**config.mk**
```make
export PLATFORM = sky130hd
export DESIGN_NAME = multicycle_ctrl
export DESIGN_NICKNAME = d
export VERILOG_FILES = /design/src/rtl/multicycle_ctrl_pkg.sv /design/src/rtl/multicycle_ctrl_alu_decoder.sv /design/src/rtl/multicycle_ctrl.sv
export SDC_FILE = /design/constraint.sdc
export NUM_CORES = 1
export LEC_CHECK = 0
export ABC_AREA = 1
export BUFFER_PORTS_ARGS = -buffer_cell sky130_fd_sc_hd__buf_2
export CORE_AREA = 8 8 48 58
export DETAILED_ROUTE_END_ITERATION = 6
export DIE_AREA = 0 0 56 66
export PLACE_DENSITY = 0.74
export SYNTH_ARGS = -nofsm -noshare
export SYNTH_HDL_FRONTEND = slang
export SYNTH_SLANG_ARGS = --single-unit
```
**constraint.sdc**
```tcl
create_clock -name clk -period 1.65 [get_ports clk]
set_input_delay 0.4125 -clock clk [delete_from_list [all_inputs] [get_ports clk]]
set_output_delay 0.4125 -clock clk [all_outputs]
set_load 0.05 [all_outputs]
```
**src/rtl/multicycle_ctrl_pkg.sv**
```systemverilog
// ---------------------------------------------------------------------------
// multicycle_pkg
//
// Shared definitions for the multicycle RV32I-subset control unit:
//   - statetype      : main FSM state encoding (4 bits, exported on state_o)
//   - OP_*           : opcodes of the supported instructions
//   - ALUOP_*        : coarse ALU operation class from the FSM to the decoder
//   - ALU_*          : ALUControl encodings understood by the datapath ALU
//   - RES_*, SRCA_*, SRCB_* : datapath multiplexer select constants
//   - IMM_*          : immediate format selects
//   - funct3Supported: funct3 values the ALU decoder knows for R/I ops
// ---------------------------------------------------------------------------
package multicycle_pkg;

    typedef enum logic [3:0] {
        FETCH    = 4'd0,
        DECODE   = 4'd1,
        MEMADR   = 4'd2,
        MEMREAD  = 4'd3,
        MEMWB    = 4'd4,
        MEMWRITE = 4'd5,
        EXECUTER = 4'd6,
        EXECUTEI = 4'd7,
        ALUWB    = 4'd8,
        BEQ      = 4'd9,
        JAL      = 4'd10,
        TRAP     = 4'd11
    } statetype;

    localparam logic [6:0] OP_LW  = 7'b0000011;
    localparam logic [6:0] OP_SW  = 7'b0100011;
    localparam logic [6:0] OP_R   = 7'b0110011;
    localparam logic [6:0] OP_I   = 7'b0010011;
    localparam logic [6:0] OP_BEQ = 7'b1100011;
    localparam logic [6:0] OP_JAL = 7'b1101111;

    localparam logic [1:0] ALUOP_ADD   = 2'b00;
    localparam logic [1:0] ALUOP_SUB   = 2'b01;
    localparam logic [1:0] ALUOP_FUNCT = 2'b10;

    localparam logic [2:0] ALU_ADD = 3'b000;
    localparam logic [2:0] ALU_SUB = 3'b001;
    localparam logic [2:0] ALU_AND = 3'b010;
    localparam logic [2:0] ALU_OR  = 3'b011;
    localparam logic [2:0] ALU_SLT = 3'b101;

    localparam logic [1:0] RES_ALUOUT    = 2'b00;
    localparam logic [1:0] RES_DATA      = 2'b01;
    localparam logic [1:0] RES_ALURESULT = 2'b10;

    localparam logic [1:0] SRCA_PC    = 2'b00;
    localparam logic [1:0] SRCA_OLDPC = 2'b01;
    localparam logic [1:0] SRCA_RS1   = 2'b10;

    localparam logic [1:0] SRCB_RS2  = 2'b00;
    localparam logic [1:0] SRCB_IMM  = 2'b01;
    localparam logic [1:0] SRCB_FOUR = 2'b10;

    localparam logic [1:0] IMM_I = 2'b00;
    localparam logic [1:0] IMM_S = 2'b01;
    localparam logic [1:0] IMM_B = 2'b10;
    localparam logic [1:0] IMM_J = 2'b11;

    // Only add/sub, slt, or and and are implemented by the ALU.
    function automatic logic funct3Supported(input logic [2:0] f3);
        return (f3 == 3'b000) || (f3 == 3'b010) ||
               (f3 == 3'b110) || (f3 == 3'b111);
    endfunction

endpackage

```
**src/rtl/multicycle_ctrl_alu_decoder.sv**
```systemverilog
// ---------------------------------------------------------------------------
// alu_decoder
//
// Combinational translation of the FSM's ALUOp class plus instruction fields
// into the datapath ALUControl code.
//
// Ports:
//   ALUOp      in  2  operation class (add / sub / decode funct3)
//   op5        in  1  opcode bit 5, distinguishes R-type from I-type
//   funct3     in  3  instruction funct3
//   funct7b5   in  1  instruction bit 30
//   ALUControl out 3  ALU operation code
// ---------------------------------------------------------------------------
module alu_decoder
    import multicycle_pkg::*;
(
    input  logic [1:0] ALUOp,
    input  logic       op5,
    input  logic [2:0] funct3,
    input  logic       funct7b5,
    output logic [2:0] ALUControl
);

    // addi has no funct7 field, so bit 30 only selects sub for R-type.
    always_comb begin
        ALUControl = ALU_ADD;
        case (ALUOp)
            ALUOP_ADD: ALUControl = ALU_ADD;
            ALUOP_SUB: ALUControl = ALU_SUB;
            ALUOP_FUNCT: begin
                case (funct3)
                    3'b000:  ALUControl = (op5 && funct7b5) ? ALU_SUB : ALU_ADD;
                    3'b010:  ALUControl = ALU_SLT;
                    3'b110:  ALUControl = ALU_OR;
                    3'b111:  ALUControl = ALU_AND;
                    default: ALUControl = ALU_ADD;
                endcase
            end
            default: ALUControl = ALU_ADD;
        endcase
    end

endmodule

```
**src/rtl/multicycle_ctrl.sv**
```systemverilog
// ---------------------------------------------------------------------------
// multicycle_ctrl
//
// Main control FSM of the multicycle RV32I-subset core (lw, sw, R, I, beq,
// jal). Drives every select, enable and strobe of the shared datapath.
// Outputs are decoded from the state register (and Zero for PCWrite); the
// write strobes are additionally forced low while reset is asserted.
//
// Parameter:
//   MEM_WAIT   extra wait cycles in FETCH, MEMREAD and MEMWRITE (0..7)
//
// Optional feature macro: MULTICYCLE_CTRL_TRAP_EN
//   When defined, unknown opcodes or unsupported R/I funct3 values enter a
//   sticky TRAP state and the illegal_o port is present. Otherwise unknown
//   instructions are skipped as NOPs.
//
// Ports:
//   clk        in  1  core clock, rising edge
//   reset      in  1  asynchronous active-low reset
//   op         in  7  Instr[6:0]
//   funct3     in  3  Instr[14:12]
//   funct7b5   in  1  Instr[30]
//   Zero       in  1  ALU zero flag
//   PCWrite    out 1  PC enable
//   AdrSrc     out 1  memory address select (0 PC, 1 ALUOut)
//   MemWrite   out 1  memory write strobe
//   IRWrite    out 1  IR/OldPC enable
//   RegWrite   out 1  register-file write enable
//   ResultSrc  out 2  result select
//   ALUSrcA    out 2  ALU A select
//   ALUSrcB    out 2  ALU B select
//   ImmSrc     out 2  immediate format
//   ALUControl out 3  ALU operation
//   illegal_o  out 1  (trap build only) sitting in TRAP
//   state_o    out 4  current state, for debug
// ---------------------------------------------------------------------------
module multicycle_ctrl
    import multicycle_pkg::*;
#(
    parameter int unsigned MEM_WAIT = 0
) (
    input  logic       clk,
    input  logic       reset,
    input  logic [6:0] op,
    input  logic [2:0] funct3,
    input  logic       funct7b5,
    input  logic       Zero,
    output logic       PCWrite,
    output logic       AdrSrc,
    output logic       MemWrite,
    output logic       IRWrite,
    output logic       RegWrite,
    output logic [1:0] ResultSrc,
    output logic [1:0] ALUSrcA,
    output logic [1:0] ALUSrcB,
    output logic [1:0] ImmSrc,
    output logic [2:0] ALUControl,
`ifdef MULTICYCLE_CTRL_TRAP_EN
    output logic       illegal_o,
`endif
    output logic [3:0] state_o
);

    localparam logic [2:0] WAIT_LAST = 3'(MEM_WAIT);

    statetype   state_q, state_d;
    logic [2:0] waitCnt_q, waitCnt_d;
    logic       waitLast;

    logic       pcUpdate, branch, irWriteRaw, memWriteRaw, regWriteRaw;
    logic [1:0] aluOp;

    assign waitLast = (waitCnt_q == WAIT_LAST);

    // Next-state logic. The wait counter only advances while a memory state
    // is being held; any transition leaves it at zero for the next state.
    always_comb begin
        state_d   = state_q;
        waitCnt_d = 3'd0;
        case (state_q)
            FETCH: begin
                if (waitLast) state_d = DECODE;
                else          waitCnt_d = waitCnt_q + 3'd1;
            end
            DECODE: begin
                case (op)
                    OP_LW, OP_SW: state_d = MEMADR;
`ifdef MULTICYCLE_CTRL_TRAP_EN
                    OP_R:    state_d = funct3Supported(funct3) ? EXECUTER : TRAP;
                    OP_I:    state_d = funct3Supported(funct3) ? EXECUTEI : TRAP;
`else
                    OP_R:    state_d = EXECUTER;
                    OP_I:    state_d = EXECUTEI;
`endif
                    OP_BEQ:  state_d = BEQ;
                    OP_JAL:  state_d = JAL;
`ifdef MULTICYCLE_CTRL_TRAP_EN
                    default: state_d = TRAP;
`else
                    default: state_d = FETCH;
`endif
                endcase
            end
            MEMADR:   state_d = (op == OP_LW) ? MEMREAD : MEMWRITE;
            MEMREAD: begin
                if (waitLast) state_d = MEMWB;
                else          waitCnt_d = waitCnt_q + 3'd1;
            end
            MEMWRITE: begin
                if (waitLast) state_d = FETCH;
                else          waitCnt_d = waitCnt_q + 3'd1;
            end
            EXECUTER, EXECUTEI, JAL: state_d = ALUWB;
            MEMWB, ALUWB, BEQ:       state_d = FETCH;
            TRAP:     state_d = TRAP;
            default:  state_d = FETCH;
        endcase
    end

    // State and wait counter registers.
    always_ff @(posedge clk or negedge reset) begin
        if (!reset) begin
            state_q   <= FETCH;
            waitCnt_q <= 3'd0;
        end else begin
            state_q   <= state_d;
            waitCnt_q <= waitCnt_d;
        end
    end

    // Moore output decode. Enables in wait states fire only on the final
    // cycle so the PC, IR and memory each update exactly once per state.
    always_comb begin
        pcUpdate    = 1'b0;
        branch      = 1'b0;
        irWriteRaw  = 1'b0;
        memWriteRaw = 1'b0;
        regWriteRaw = 1'b0;
        AdrSrc      = 1'b0;
        ResultSrc   = RES_ALUOUT;
        ALUSrcA     = SRCA_PC;
        ALUSrcB     = SRCB_RS2;
        aluOp       = ALUOP_ADD;
        case (state_q)
            FETCH: begin
                irWriteRaw = waitLast;
                pcUpdate   = waitLast;
                ALUSrcB    = SRCB_FOUR;
                ResultSrc  = RES_ALURESULT;
            end
            DECODE: begin
                ALUSrcA = SRCA_OLDPC;
                ALUSrcB = SRCB_IMM;
            end
            MEMADR: begin
                ALUSrcA = SRCA_RS1;
                ALUSrcB = SRCB_IMM;
            end
            MEMREAD: AdrSrc = 1'b1;
            MEMWB: begin
                ResultSrc   = RES_DATA;
                regWriteRaw = 1'b1;
            end
            MEMWRITE: begin
                AdrSrc      = 1'b1;
                memWriteRaw = waitLast;
            end
            EXECUTER: begin
                ALUSrcA = SRCA_RS1;
                aluOp   = ALUOP_FUNCT;
            end
            EXECUTEI: begin
                ALUSrcA = SRCA_RS1;
                ALUSrcB = SRCB_IMM;
                aluOp   = ALUOP_FUNCT;
            end
            ALUWB: regWriteRaw = 1'b1;
            BEQ: begin
                ALUSrcA = SRCA_RS1;
                aluOp   = ALUOP_SUB;
                branch  = 1'b1;
            end
            JAL: begin
                ALUSrcA  = SRCA_OLDPC;
                ALUSrcB  = SRCB_FOUR;
                pcUpdate = 1'b1;
            end
            default: ;
        endcase
    end

    // Immediate format follows the opcode directly.
    always_comb begin
        ImmSrc = IMM_I;
        case (op)
            OP_SW:   ImmSrc = IMM_S;
            OP_BEQ:  ImmSrc = IMM_B;
            OP_JAL:  ImmSrc = IMM_J;
            default: ImmSrc = IMM_I;
        endcase
    end

    // Strobes are gated by reset so nothing is written while it is held.
    assign PCWrite  = reset & (pcUpdate | (branch & Zero));
    assign IRWrite  = reset & irWriteRaw;
    assign MemWrite = reset & memWriteRaw;
    assign RegWrite = reset & regWriteRaw;
    assign state_o  = state_q;

`ifdef MULTICYCLE_CTRL_TRAP_EN
    assign illegal_o = (state_q == TRAP);
`endif

    alu_decoder u_alu_decoder (
        .ALUOp      (aluOp),
        .op5        (op[5]),
        .funct3     (funct3),
        .funct7b5   (funct7b5),
        .ALUControl (ALUControl)
    );

endmodule

```
# ---- Word-level counts from Yosys, hierarchy flattened
# Index checks and enable logic that the tools add are counted.
# Widths: inputs -> output; s select.
dict set report totals {
  reg_bits 7
  in_bits 14
  output_inout_bits 20
  word_cells 71
}
dict set report op_classes {
  addsub 1
  eq_ne 25
  n_mux 22
  bitwise_logic 6
  reduce_logical 15
}
# op count
set op_table {}
lappend op_table {{$pmux 4 s7} 1}
lappend op_table {{$pmux 4 s5} 1}
lappend op_table {{$eq 4x3->1 const B} 4}
lappend op_table {{$eq 4x4->1 const B} 4}
lappend op_table {{$pmux 2 s2} 4}
lappend op_table {{$eq 7x6->1 const B} 2}
lappend op_table {{$eq 7x7->1 const B} 2}
lappend op_table {{$mux 4} 3}
lappend op_table {{$pmux 3 s4} 1}
lappend op_table {{$reduce_or 2->1} 6}
lappend op_table {{$mux 3} 3}
lappend op_table {{$reduce_or 3->1} 3}
lappend op_table {{$eq 4x2->1 const B} 2}
lappend op_table {{$eq 7x2->1 const B} 1}
lappend op_table {{$eq 7x5->1 const B} 1}
lappend op_table {{$eq 3x3->1 const B} 2}
lappend op_table {{$logic_not 3->1} 2}
lappend op_table {{$mux 1} 6}
lappend op_table {{$ne 2x2->1 const B} 3}
lappend op_table {{$pmux 2 s3} 1}
lappend op_table {{$pmux 3 s2} 1}
lappend op_table {{$and 1x1->1} 5}
lappend op_table {{$eq 4x1->1 const B} 1}
lappend op_table {{$logic_not 4->1} 1}
lappend op_table {{other kinds (9)} 9}

# ---- Depth between registers and ports, before layout
# Gate-level depths: netlist of the first run.
dict set report logic_depth {
  word_depth 5
  ltp_mapped 9
  mapped_depth_nobuf 9
}

# ---- Cells and area by module
# A second synthesis of the first run with hierarchy kept.
dict set report unflattened {
  hier_cells 130
  area_unflattened_um2 787.0
}
# mod instances cells_each area_each_um2 seq_area_each_um2
set by_module_without_submodules {}
lappend by_module_without_submodules {multicycle_ctrl 1 113 695.7 175.2}
lappend by_module_without_submodules {alu_decoder 1 17 91.3 0.0}

# ---- Worst setup path before layout of the first run
# OpenSTA, ideal clock, no wires.
dict set report synth_timing {
  path_type {flip-flop to output port}
  from {reg state_q[2] (netlist: state_o[2])}
  to {out ALUControl[2]}
  t_arrival_ns 3.068
  required_ns 1.237
  setup_slack_ns -1.831
  path_stages_with_launch 8
  n_path_buf 0
  cell_sequence {dfrtp_1 -> inv_1 -> nor2_2 -> inv_1 -> nor2_1 -> inv_1 -> ha_1 -> nor4_1}
}
dict set report synth_via {
  elab_chain_cells 5
  word_cells_on_any_way 8
  classes_between {5 x eq/ne; 2 x mux; 1 x reduce/logical}
}
# element line_no
set synth_lines {}
lappend synth_lines {{start, declared} multicycle_ctrl.sv:66} ;# statetype state_q, state_d;
lappend synth_lines {{start signal, assigned} multicycle_ctrl.sv:126} ;# state_q <= state_d;
lappend synth_lines {{$eq 4x3->1} multicycle_ctrl.sv:144} ;# case (state_q)
lappend synth_lines {{$reduce_or 2->1 (no source line)} n/a}
lappend synth_lines {{$pmux 2 s2 *} multicycle_ctrl.sv:144}
lappend synth_lines {{$eq 2x2->1 or $eq 2x1->1 (tied branches)} multicycle_ctrl_alu_decoder.sv:27} ;# case (ALUOp)
lappend synth_lines {{$pmux 3 s2 *} multicycle_ctrl_alu_decoder.sv:27}
lappend synth_lines {{end, declared} multicycle_ctrl.sv:57} ;# output logic [2:0] ALUControl,
# Mark *: on every way between the ends. The rest lies on a longest branch, timed or not.

# ---- Worst setup path in the final report of the first run
dict set report layout_timing {
  from {reg state_q[2] (netlist: state_o[2])}
  to {out ALUControl[0]}
}
# Same word-level chain as after synthesis.

==> results.md, run 1 <==
- Cells after Synth: 123
- Final WS setup: -0.4568 ns
- Internal: 0.7787 mW
- Non-filler instance count after layout: 225
- MaxCap Viol Count: 0
- Layout cells sized above 1: 70.73%
- Failing checks: setup timing
- Filler Cells Inserted: 97
- Skew-Pair Late Insertion Delay: 0.26 ns
- Clock power share: 10.0%
- Initial core utilization: 36.89%
- Die height: 66 um
- Max H-tree Level: 1
- Crit share post-route: 127.7%
- Antenna violations before repair: 0
- FFs w/ async S/R, synth: 100.0%
- Worst Skew: 0.009158 ns
- N_diodes: 0
- Ports: 34
- Hold-fix buffers, CTS: 0
- Register bit total from synthesis: 7
- DRT antenna net count: 0
- Worst-case vdd ir drop: 873.3 uV
- DRT Wirelength: 4559 um
- Mean Syn Cell Area: 5.808 um^2
- Clock Path Buffers: 2
- Placed insts: 209
- Drt via density: 5.573
- Crit end category: primary output
- First-pass GRT wire length: 5809 um
- RSZ-0062 raised after global routing: yes
- Die X: 56 um
- Hold slack: 0.07599 ns
- Worst Tran Pin Value: 0.3305 ns
- DRC violations left: 0
- P_sw: 0.8485 mW
- Final #Nets: 224
- EDFF count, synth: 0
- Post-synthesis sequential area ratio: 24.52%
- DR vias: 1,254
- Crit start category: register
- Max-Slew Margin vs Limit: 77.94%
- Number of global-route vias before repair: 1,272
- Min-delay worst type: input pin to asynchronous set/reset pin
- Worst Path Max Fanout: 3
- Area leader, netlist: dfrtp_1
- Clk slew on worst S/H paths: 0.06 ns
- Routability cong.: 0.8897
- Synth warnings: 0
- CTS Buf Count: 3
- Clock Tree Root: clkbuf_4
- DP Wirelength: 2162 um
- Switching Fraction: 52.14%
- Sinks on Clock Net: 7
- Gr ovfl total: 0
- Final hold vios: 0
- Max Clock Freq: 474.6 MHz
- # rows: 18
- Comb pwr share: 76.5%
- Power Density: 958.4 nW/um^2
- Data required, critical path: 1.24 ns
- Status: finished, violations left
- Die area: 3696 um^2
- Drt wl/cell: 20.26 um
- Final Slew Violations: 0
- Syn Nets: 141
- 1st-iter DRT viols: 57
- Post-synth top area share: 24.52%
- Port buffer count: 33
- Largest net degree at the start of global routing: 8
- Top cells by area, synth: dfrtp_1, nand2_1, inv_1, nor2_1, ha_1
- CP Class: register to primary output
- CP arrival: 1.69 ns
- Count leader, synth: nand2_1
- First-pass DRT Iterations: 4
- Core area: 1937 um^2
- Cell Area, Synth: 714.4 um^2
- Post-synth top cells: nand2_1, inv_1, nor2_1
- Worst R2R Setup Slack: 0 ns
- Min Tclk post-route: 2.107 ns
- Layout area overhead: 137.7%
- Leakage: 0.9399 nW
- Setup violators final: 17
- Synth unique cells: 21
- CTS tree: built
- Sequential power share: 13.4%
- Gr usage total: 18.97%
- Commonest register cell after synthesis: dfrtp_1
[critical path: stages, from the launching register on]
cell and delay (ns):
dfrtp_2 0.39, inv_4 0.06, nor2_4 0.13, inv_2 0.06, nor2_4 0.13, inv_2 0.07, ha_4 0.23, buf_6 0.12
nor2_4 0.11, buf_8 0.15
[power groups by stage]
stage	sequential, mW	combinational (mW)	clock [mW]
5_1_grt	0.218	1.29	0.177
3_5_place_dp	0.210	0.888	0
3_3_place_gp	0.211	0.873	0
2_1_floorplan	0.264	0.538	0
6_report	0.218	1.25	0.163
4_1_cts	0.213	1.11	0.169
[cell type report]
cell class | count | area (um^2) | share of cell area (%)
sequential | 7 | 180.2 | 10.61
inverter | 30 | 126.4 | 7.443
tap | 20 | 25.02 | 1.474
multi-input combinational | 86 | 693.2 | 40.83
clock buffer | 4 | 26.28 | 1.548
timing repair buffer | 78 | 646.9 | 38.10
[state kept, by name, summed over array words and instances, names as in the netlist]
name / count
waitCnt_q: 3
state_o: 4
[path summary, 6_finish.rpt]
check,startpoint,end,depth (start not counted)
max,state_o[2],ALUControl[0],9
min,reset,waitCnt_q[2],2
max reg2reg,state_o[3],state_o[2],11
min reg2reg,waitCnt_q[2],waitCnt_q[2],3
max in group asynchronous,reset,state_o[1],2
min in group clk,waitCnt_q[2],waitCnt_q[2],3
[repair_timing]
item,in CTS,in global routing
pin swaps,10,13
endpoints found under the hold margin,0,0
buffers inserted,10,7
endpoints found under the setup margin,16,20
gates resized for setup,68,29
[stage by stage]
step | setup slack (ns) | TNS [ns] | area, um^2 | utilization [%] | power, mW
global placement | -0.2580 | -1.223 | 1267 | 65.44 | 1.084
global route | -0.5088 | -5.066 | 1698 | 87.66 | 1.688
floorplan | -0.6281 | -3.171 | 829.5 | - | 0.8025
detailed placement | -0.3061 | -1.564 | 1267 | 65.44 | 1.098
finish | -0.4568 | -4.288 | 1698 | 87.66 | 1.627
CTS | -0.3900 | -3.115 | 1562 | 80.62 | 1.489
[logic make-up after synthesis]
family / synth area share, %
and+or+nand+nor: 45.54
xor gates and xnor gates: 1.226
buffers and inverters: 15.76
adders and majority gates: 7.006
DFF: 24.52
AOI/OAI and AO/OA: 5.956
[cell usage in the layout (no fill, tap or decap), types with 2 or more instances in the layout]
master,n
clkbuf_4,3
buf_8,7
buf_4,42
nand2_2,9
inv_2,14
buf_2,16
dfrtp_1,3
dfrtp_2,4
inv_4,4
inv_1,11
nand2_4,6
nor3_4,2
nand3_1,8
ha_4,3
nand3_4,2
buf_6,13
nor2_1,6
nand2_1,25
nor2_4,11
[routing by layer]
layer	track usage, %	up-vias	wire length [um]
li1	-	537	-
met4	8.735	0	255
met2	38.33	84	2477
met3	5.577	33	369
met1	16.46	600	1458
met5	0	-	0
No activity file was read; power rests on OpenSTA's default activity.
==> run 2, diff against run 1 <==
--- a/config.mk
+++ b/config.mk
@@ -5,12 +5,11 @@
 export SDC_FILE = /design/constraint.sdc
 export NUM_CORES = 1
 export LEC_CHECK = 0
-export ABC_AREA = 1
 export BUFFER_PORTS_ARGS = -buffer_cell sky130_fd_sc_hd__buf_2
-export CORE_AREA = 8 8 48 58
+export CORE_AREA = 8 8 51 61
 export DETAILED_ROUTE_END_ITERATION = 6
-export DIE_AREA = 0 0 56 66
-export PLACE_DENSITY = 0.74
+export DIE_AREA = 0 0 59 69
+export PLACE_DENSITY = 0.72
 export SYNTH_ARGS = -nofsm -noshare
 export SYNTH_HDL_FRONTEND = slang
 export SYNTH_SLANG_ARGS = --single-unit
==> run 2 against run 1 <==
Compared with the run above:
- the flow still finishes with violations (setup timing)
- worst setup slack improved by 0.0067 ns
- flip-flop and latch count did not move
- final area rose by 11%
- die area rose by 10%
- maximum frequency rose by 0.32%
- sequential share of layout area fell by 1.0 points
- total power rose by 7.8%
- synthesized cell count fell by 8.9%
- register-to-register slack barely moved
- largest cell class unchanged
- largest power group unchanged
==> results.md, run 2 <==
- Status: finished, violations left
- Failing checks: setup timing
- Largest register FFs: 4 (unchanged)
- DRC violations left: 0 (unchanged)
- Clock Path Buffers: 2 (unchanged)
- MaxCap Viol Count: 0 (unchanged)
- Die height: 69 um (+4.5%)
- Register area: 180.2 um^2 (unchanged)
- Mean Syn Cell Area: 7.340 um^2 (+26%)
- Commonest register cell after synthesis: dfrtp_1
- Layout cells sized above 1: 70.53% (-0.21 points)
- Antenna violations before repair: 0 (unchanged)
- DR vias: 1,151 (-8.2%)
- Worst Path Max Fanout: 5 (+2)
- Ports: 34 (unchanged)
- Post-synth top cells: nor2_1, nand2_1, inv_1
- CTS tree: built
- Final WS setup: -0.4502 ns (+0.006668 ns)
- Drt wl/cell: 16.59 um (-18%)
- Hold slack: 0.1329 ns (+0.05690 ns)
- Top cells by area, synth: dfrtp_1, nor2_1, ha_1, nand2_1, inv_1
- 1st-iter DRT viols: 39 (-32%)
- Most common cell after layout, fill and taps aside: buf_4
- Clock Tree Root: clkbuf_4
- Number of global-route vias before repair: 1,164 (-8.5%)
- DRT Wirelength: 3667 um (-20%)
- Crit share post-route: 127.3% (-0.40 points)
- Crit end category: primary output
- Non-filler instance count after layout: 221 (-1.8%)
- Leakage: 0.8829 nW (-6.1%)
- First-pass DRT Iterations: 4 (unchanged)
- Worst Skew: 0.005246 ns (-0.003911 ns)
- Max H-tree Level: 1 (unchanged)
- Die X: 59 um (+5.4%)
- Initial core utilization: 37.59% (+0.70 points)
- Final #Nets: 209 (-6.7%)
- Tot Pwr: 1.755 mW (+7.8%)
- R2R depth: 8 (-3)
- Layout area overhead: 128.6%
- Die area: 4071 um^2 (+10%)
- Terminus of the critical flop-to-flop path: waitCnt_q[0]
- Register bit total from synthesis: 7 (unchanged)
- Port buffer count: 33 (unchanged)
- Power Density: 933.7 nW/um^2 (-2.6%)
- Core area: 2187 um^2 (+13%)
- EDFF count, synth: 0 (unchanged)
- Final hold vios: 0 (unchanged)
- Area leader, netlist: dfrtp_1
- N_diodes: 0 (unchanged)
- Filler Cells Inserted: 118 (+22%)
- Syn Nets: 130 (-7.8%)
- First-pass GRT wire length: 5188 um (-11%)
- Sinks on Clock Net: 7 (unchanged)
- Cell Area, Synth: 822.0 um^2 (+15%)
- Max-Slew Margin vs Limit: 76.67% (-1.3 points)
- Cells after Synth: 112 (-8.9%)
- Grt met2 use: 30.17% (-8.2 points)
- Reg2reg start: state_o[2]
- Drt via density: 5.208 (-6.6%)
- Placed insts: 203 (-2.9%)
- Post-synthesis sequential area ratio: 21.31% (-3.2 points)
- Layout Utilization: 85.93% (-1.7 points)
- Min Tclk post-route: 2.100 ns (-0.006668 ns)
- CP arrival: 1.69 ns (about the same)
- RSZ-0062 raised after global routing: yes
- Setup violators final: 16 (-1)
- Skew-Pair Late Insertion Delay: 0.25 ns (about the same)
- Met1 Use GR: 16.65% (+0.19 points)
- Synth unique cells: 42 (+100%)
- GR peak layer: met2
- Leading cell types in the layout, fill and taps excluded: buf_4, buf_6, buf_2, nor2_1
- Data required, critical path: 1.24 ns (about the same)
- FFs w/ async S/R, synth: 100.0% (unchanged)
- Largest net degree at the start of global routing: 14 (+6)
- Gr ovfl total: 0 (unchanged)
- CTS Buf Count: 3 (unchanged)
- # rows: 19 (+1)
- Clk slew on worst S/H paths: 0.05 ns (about the same)
- Routability cong.: 0.8024 (-9.8%)
- Synth warnings: 0 (unchanged)
- Multi-input logic area: 884.6 um^2 (+28%)
- DP Wirelength: 2288 um (+5.9%)
- Worst Tran Pin Value: 0.3455 ns (+0.01498 ns)
- DRT antenna net count: 0 (unchanged)
- Met3 GRT Util: 3.525% (-2.1 points)
- Max Clock Freq: 476.2 MHz (+0.32%)
- Worst R2R Setup Slack: 0.01 ns (about the same)
- Post-synth top area share: 21.31% (-3.2 points)
- CP Class: register to primary output
- Final Slew Violations: 0 (unchanged)
- Min-delay worst type: input pin to asynchronous set/reset pin
- Crit start category: register
- Worst-case vdd ir drop: 1029 uV (+18%)
- Count leader, synth: nor2_1
- Gr usage total: 15.64% (-3.3 points)
-- run 2: cell types whose count changed after synthesis, moves of 5 or more --
cell	change
nand2_1	-27
inv_1	-20
nand3_1	-9
buf_2	+5
nor2b_1	+5
-- run 2: worst max path at each step --
| stage | start | end | slack [ns] | cells after the start |
|---|---|---|---|---|
| finish | state_o[3] | ALUControl[2] | -0.45 | 6 |
| CTS | state_o[0] | ALUControl[2] | -0.41 | 6 |
| floorplan | state_o[2] | ALUControl[2] | -0.67 | 6 |
| global placement | op[6] | ImmSrc[0] | -0.22 | 5 |
| detailed placement | state_o[2] | ALUControl[2] | -0.26 | 6 |
| global route | state_o[3] | ALUControl[2] | -0.51 | 6 |
-- run 2: cells by family (layout without fill, tap and decap cells) --
family | Yosys count | count (layout) | synth area share [%]
multiplexers | 2 | 2 | 2.435
buffers and inverters | 15 | 93 | 7.609
AND/OR/NAND/NOR | 58 | 58 | 38.66
flip-flops | 7 | 7 | 21.31
AO/OA/AOI/OAI | 21 | 21 | 18.57
XOR/XNOR | 5 | 5 | 5.328
adder cells (fa/ha/maj) | 4 | 4 | 6.089
-- run 2: stage by stage --
stage	instance area, um^2	setup TNS [ns]	setup slack, ns
2_1_floorplan	978.4	-3.613	-0.6740
3_3_place_gp	1366	-1.426	-0.2169
3_5_place_dp	1366	-1.751	-0.2625
4_1_cts	1700	-3.728	-0.4134
5_1_grt	1879	-5.581	-0.5106
6_report	1879	-4.466	-0.4502
-- run 2: critical path, stage by stage (launching register included) --
cell and delay (ns):
dfrtp_2 0.47, nor2b_4 0.13, and2_4 0.18, inv_4 0.04, ha_4 0.25, nor4_4 0.16, buf_6 0.20
-- run 2: area by class of cell --
type	count	share of cell area, %
clock buffers	4	1.398
flip-flops and latches	7	9.587
inverters	9	1.931
multi-input cells	90	47.07
well taps	31	2.064
repair buffers	80	37.95
-- run 2: timing repair --
item,CTS,global route
buffers inserted,9,9
hold buffers,1,0
setup endpoints to repair,17,17
gates resized for setup,66,31
hold endpoints to repair,3,0
pin swaps,13,14
-- run 2: per-layer routing --
metal,routed length (um),up-vias
li1,-,550
met1,1411,556
met2,2052,39
met3,147,6
met4,55,0
met5,0,-
-- run 2: report_power, final --
part	leakage, nW	switching [mW]	internal (mW)	total [mW]
clock network	0.0150	0.0603	0.0921	0.152
registers	0.0895	0.0202	0.191	0.211
logic	0.778	0.772	0.620	1.39
total	0.883	0.852	0.902	1.75
==> run 3, diff against run 2 <==
--- a/config.mk
+++ b/config.mk
@@ -6,10 +6,12 @@
 export NUM_CORES = 1
 export LEC_CHECK = 0
 export BUFFER_PORTS_ARGS = -buffer_cell sky130_fd_sc_hd__buf_2
-export CORE_AREA = 8 8 51 61
+export CELL_PAD_IN_SITES_DETAIL_PLACEMENT = 1
+export CELL_PAD_IN_SITES_GLOBAL_PLACEMENT = 1
+export CORE_AREA = 8 8 58 70
 export DETAILED_ROUTE_END_ITERATION = 6
-export DIE_AREA = 0 0 59 69
-export PLACE_DENSITY = 0.72
+export DIE_AREA = 0 0 66 78
+export PLACE_DENSITY = 0.75
 export SYNTH_ARGS = -nofsm -noshare
 export SYNTH_HDL_FRONTEND = slang
 export SYNTH_SLANG_ARGS = --single-unit
==> run 3 against run 2 <==
Compared with the run above:
- sequential power barely moved
- the flow still finishes with violations (setup timing)
- via count is 8.5% higher
- highest routed layer unchanged
- routed wire length rose by 45%
- worst setup slack worse by 0.15 ns
- non-clock buffer count rose by 7
- clock skew is 0.014 ns higher
- largest power group unchanged
- critical path type unchanged
==> results.md, run 3 (same netlist as run 2, synthesis figures left out) <==
- Largest net degree at the start of global routing: 12 (-2)
- Core area: 2973 um^2 (+36%)
- Min-delay worst type: input pin to asynchronous set/reset pin
- Hold slack: 0.1414 ns (+0.008509 ns)
- CP cell instances: nor2b_4, nand3b_1, ha_2, nand2_2, nor4_4, buf_6
- Port buffer count: 33 (unchanged)
- N_diodes: 0 (unchanged)
- Max H-tree Level: 1 (unchanged)
- Crit start category: register
- 1st-iter DRT viols: 65 (+67%)
- Gr ovfl total: 0 (unchanged)
- Failing checks: setup timing
- Leading cell types in the layout, fill and taps excluded: buf_4, buf_6, buf_2, buf_8, nor2_1
- Sequential power share: 11.2% (-0.8 points)
- Drt wl/cell: 22.82 um (+38%)
- Internal: 0.9542 mW (+5.7%)
- Slowest stage cell, crit path: dfrtp_2
- Layout area overhead: 144.4%
- Final WS setup: -0.5970 ns (-0.1468 ns)
- Final Slew Violations: 0 (unchanged)
- Ports: 34 (unchanged)
- Clock Path Buffers: 2 (unchanged)
- Max-Slew Margin vs Limit: 74.90% (-1.8 points)
- Skew-Pair Late Insertion Delay: 0.27 ns (+0.02 ns)
- Data required, critical path: 1.24 ns (about the same)
- Multi-input logic area: 904.6 um^2 (+2.3%)
- Die area: 5148 um^2 (+26%)
- Antenna violations before repair: 0 (unchanged)
- Register area: 180.2 um^2 (unchanged)
- Die height: 78 um (+13%)
- Layout cells sized above 1: 73.10% (+2.6 points)
- Number of global-route vias before repair: 1,383 (+19%)
- Filler Cells Inserted: 325 (+180%)
- Drt via density: 5.361 (+2.9%)
- Final #Nets: 216 (+3.3%)
- DR vias: 1,249 (+8.5%)
- Largest register FFs: 4 (unchanged)
- Min Tclk post-route: 2.247 ns (+0.1468 ns)
- Tot Pwr: 1.910 mW (+8.8%)
- Hold-fix buffers, CTS: 0 (-1)
- DP Wirelength: 2731 um (+19%)
- First-pass DRT Iterations: 4 (unchanged)
- CP arrival: 1.83 ns (+0.14 ns)
- Design Area, Final: 2009 um^2 (+6.9%)
- Leakage: 0.9356 nW (+6.0%)
- Crit share post-route: 136.2% (+8.9 points)
- Crit end category: primary output
- DRC violations left: 0 (unchanged)
- Routability cong.: 0.8441 (+5.2%)
- Setup TNS: -6.087 ns (-1.622 ns)
- Status: finished, violations left
- Max Clock Freq: 445.0 MHz (-6.5%)
- Placed insts: 207 (+2.0%)
- Clock power share: 8.9% (+0.2 points)
- Worst Path Max Fanout: 3 (-2)
- DRT Wirelength: 5317 um (+45%)
- Gr usage total: 16.99% (+1.3 points)
- Clk slew on worst S/H paths: 0.07 ns (+0.02 ns)
- Worst-case vdd ir drop: 905.5 uV (-12%)
- Layout Utilization: 67.59% (-18 points)
- Non-filler instance count after layout: 233 (+5.4%)
- First-pass GRT wire length: 6948 um (+34%)
- Switching Fraction: 50.03% (+1.5 points)
- Pre-CTS setup slack: -0.3119 ns (-0.04934 ns)
- Comb pwr share: 79.9% (+0.6 points)
- CTS tree: built
- DRT antenna net count: 0 (unchanged)
- Sinks on Clock Net: 7 (unchanged)
- Power Density: 950.4 nW/um^2 (+1.8%)
- Most common cell after layout, fill and taps aside: buf_4
- Setup violators final: 20 (+4)
- P_sw: 0.9555 mW (+12%)
- RSZ-0062 raised after global routing: yes
- Die X: 66 um (+12%)
- CTS Buf Count: 3 (unchanged)
- Worst Skew: 0.01952 ns (+0.01428 ns)
- MaxCap Viol Count: 0 (unchanged)
- Clock Tree Root: clkbuf_4
- R2R depth: 7 (-1)
- Final hold vios: 0 (unchanged)
- CP Class: register to primary output
- Worst Tran Pin Value: 0.3753 ns (+0.02985 ns)
- Initial core utilization: 27.65% (-9.9 points)
- Area post-placement: 1365 um^2 (about the same)
- Slowest stage delay, CP: 0.44 ns (-0.03 ns)
- # rows: 22 (+3)
run 3: cell types whose count changed in the layout (fill, tap and decap cells not counted), sizes merged:
cell and change:
buf +8, dlygate4sd3 -1
run 3: power groups by stage:
stage	registers [mW]	logic [mW]	clock network (mW)
3_5_place_dp	0.206	1.02	0
6_report	0.213	1.53	0.170
3_3_place_gp	0.202	0.987	0
5_1_grt	0.213	1.59	0.180
2_1_floorplan	0.263	0.642	0
4_1_cts	0.207	1.34	0.159
run 3: cell type report:
class / instances / area share, %
clock buffers: 4 / 1.308
inverters: 9 / 1.681
multi-input cells: 90 / 45.02
flip-flops and latches: 7 / 8.966
well taps: 36 / 2.242
repair buffers: 87 / 40.78
run 3: worst max-delay path, delay by kind of cell (launching register included):
family | cells | cell delay (ns)
simple gates | 4 | 0.67
flops | 1 | 0.44
fa+ha+maj | 1 | 0.25
buf+inv | 1 | 0.21
run 3: repair_timing:
item                                    CTS  global route
endpoints found under the setup margin   17            22
buffers inserted                         13            11
gates resized for setup                  83            31
hold endpoints to repair                  0             0
pin swaps                                14            18
run 3: metal layers:
| layer | vias to the layer above | track usage [%] | share of wire, % |
|---|---|---|---|
| li1 | 563 | - | - |
| met2 | 45 | 34.12 | 54 |
| met4 | 0 | 5.567 | 3.3 |
| met1 | 624 | 17.12 | 39 |
| met3 | 17 | 1.580 | 3.6 |
| met5 | - | 0 | 0 |
run 3: path summary, 6_finish.rpt:
check | from | endpoint | slack [ns]
worst max-delay path | state_o[0] | ALUControl[2] | -0.60
worst min-delay path | reset | state_o[2] | 0.14
worst max register to register | state_o[2] | state_o[0] | -0.11
worst min register to register | waitCnt_q[0] | waitCnt_q[0] | 0.57
max in group asynchronous | reset | state_o[1] | 1.34
min in group clk | waitCnt_q[0] | waitCnt_q[0] | 0.57
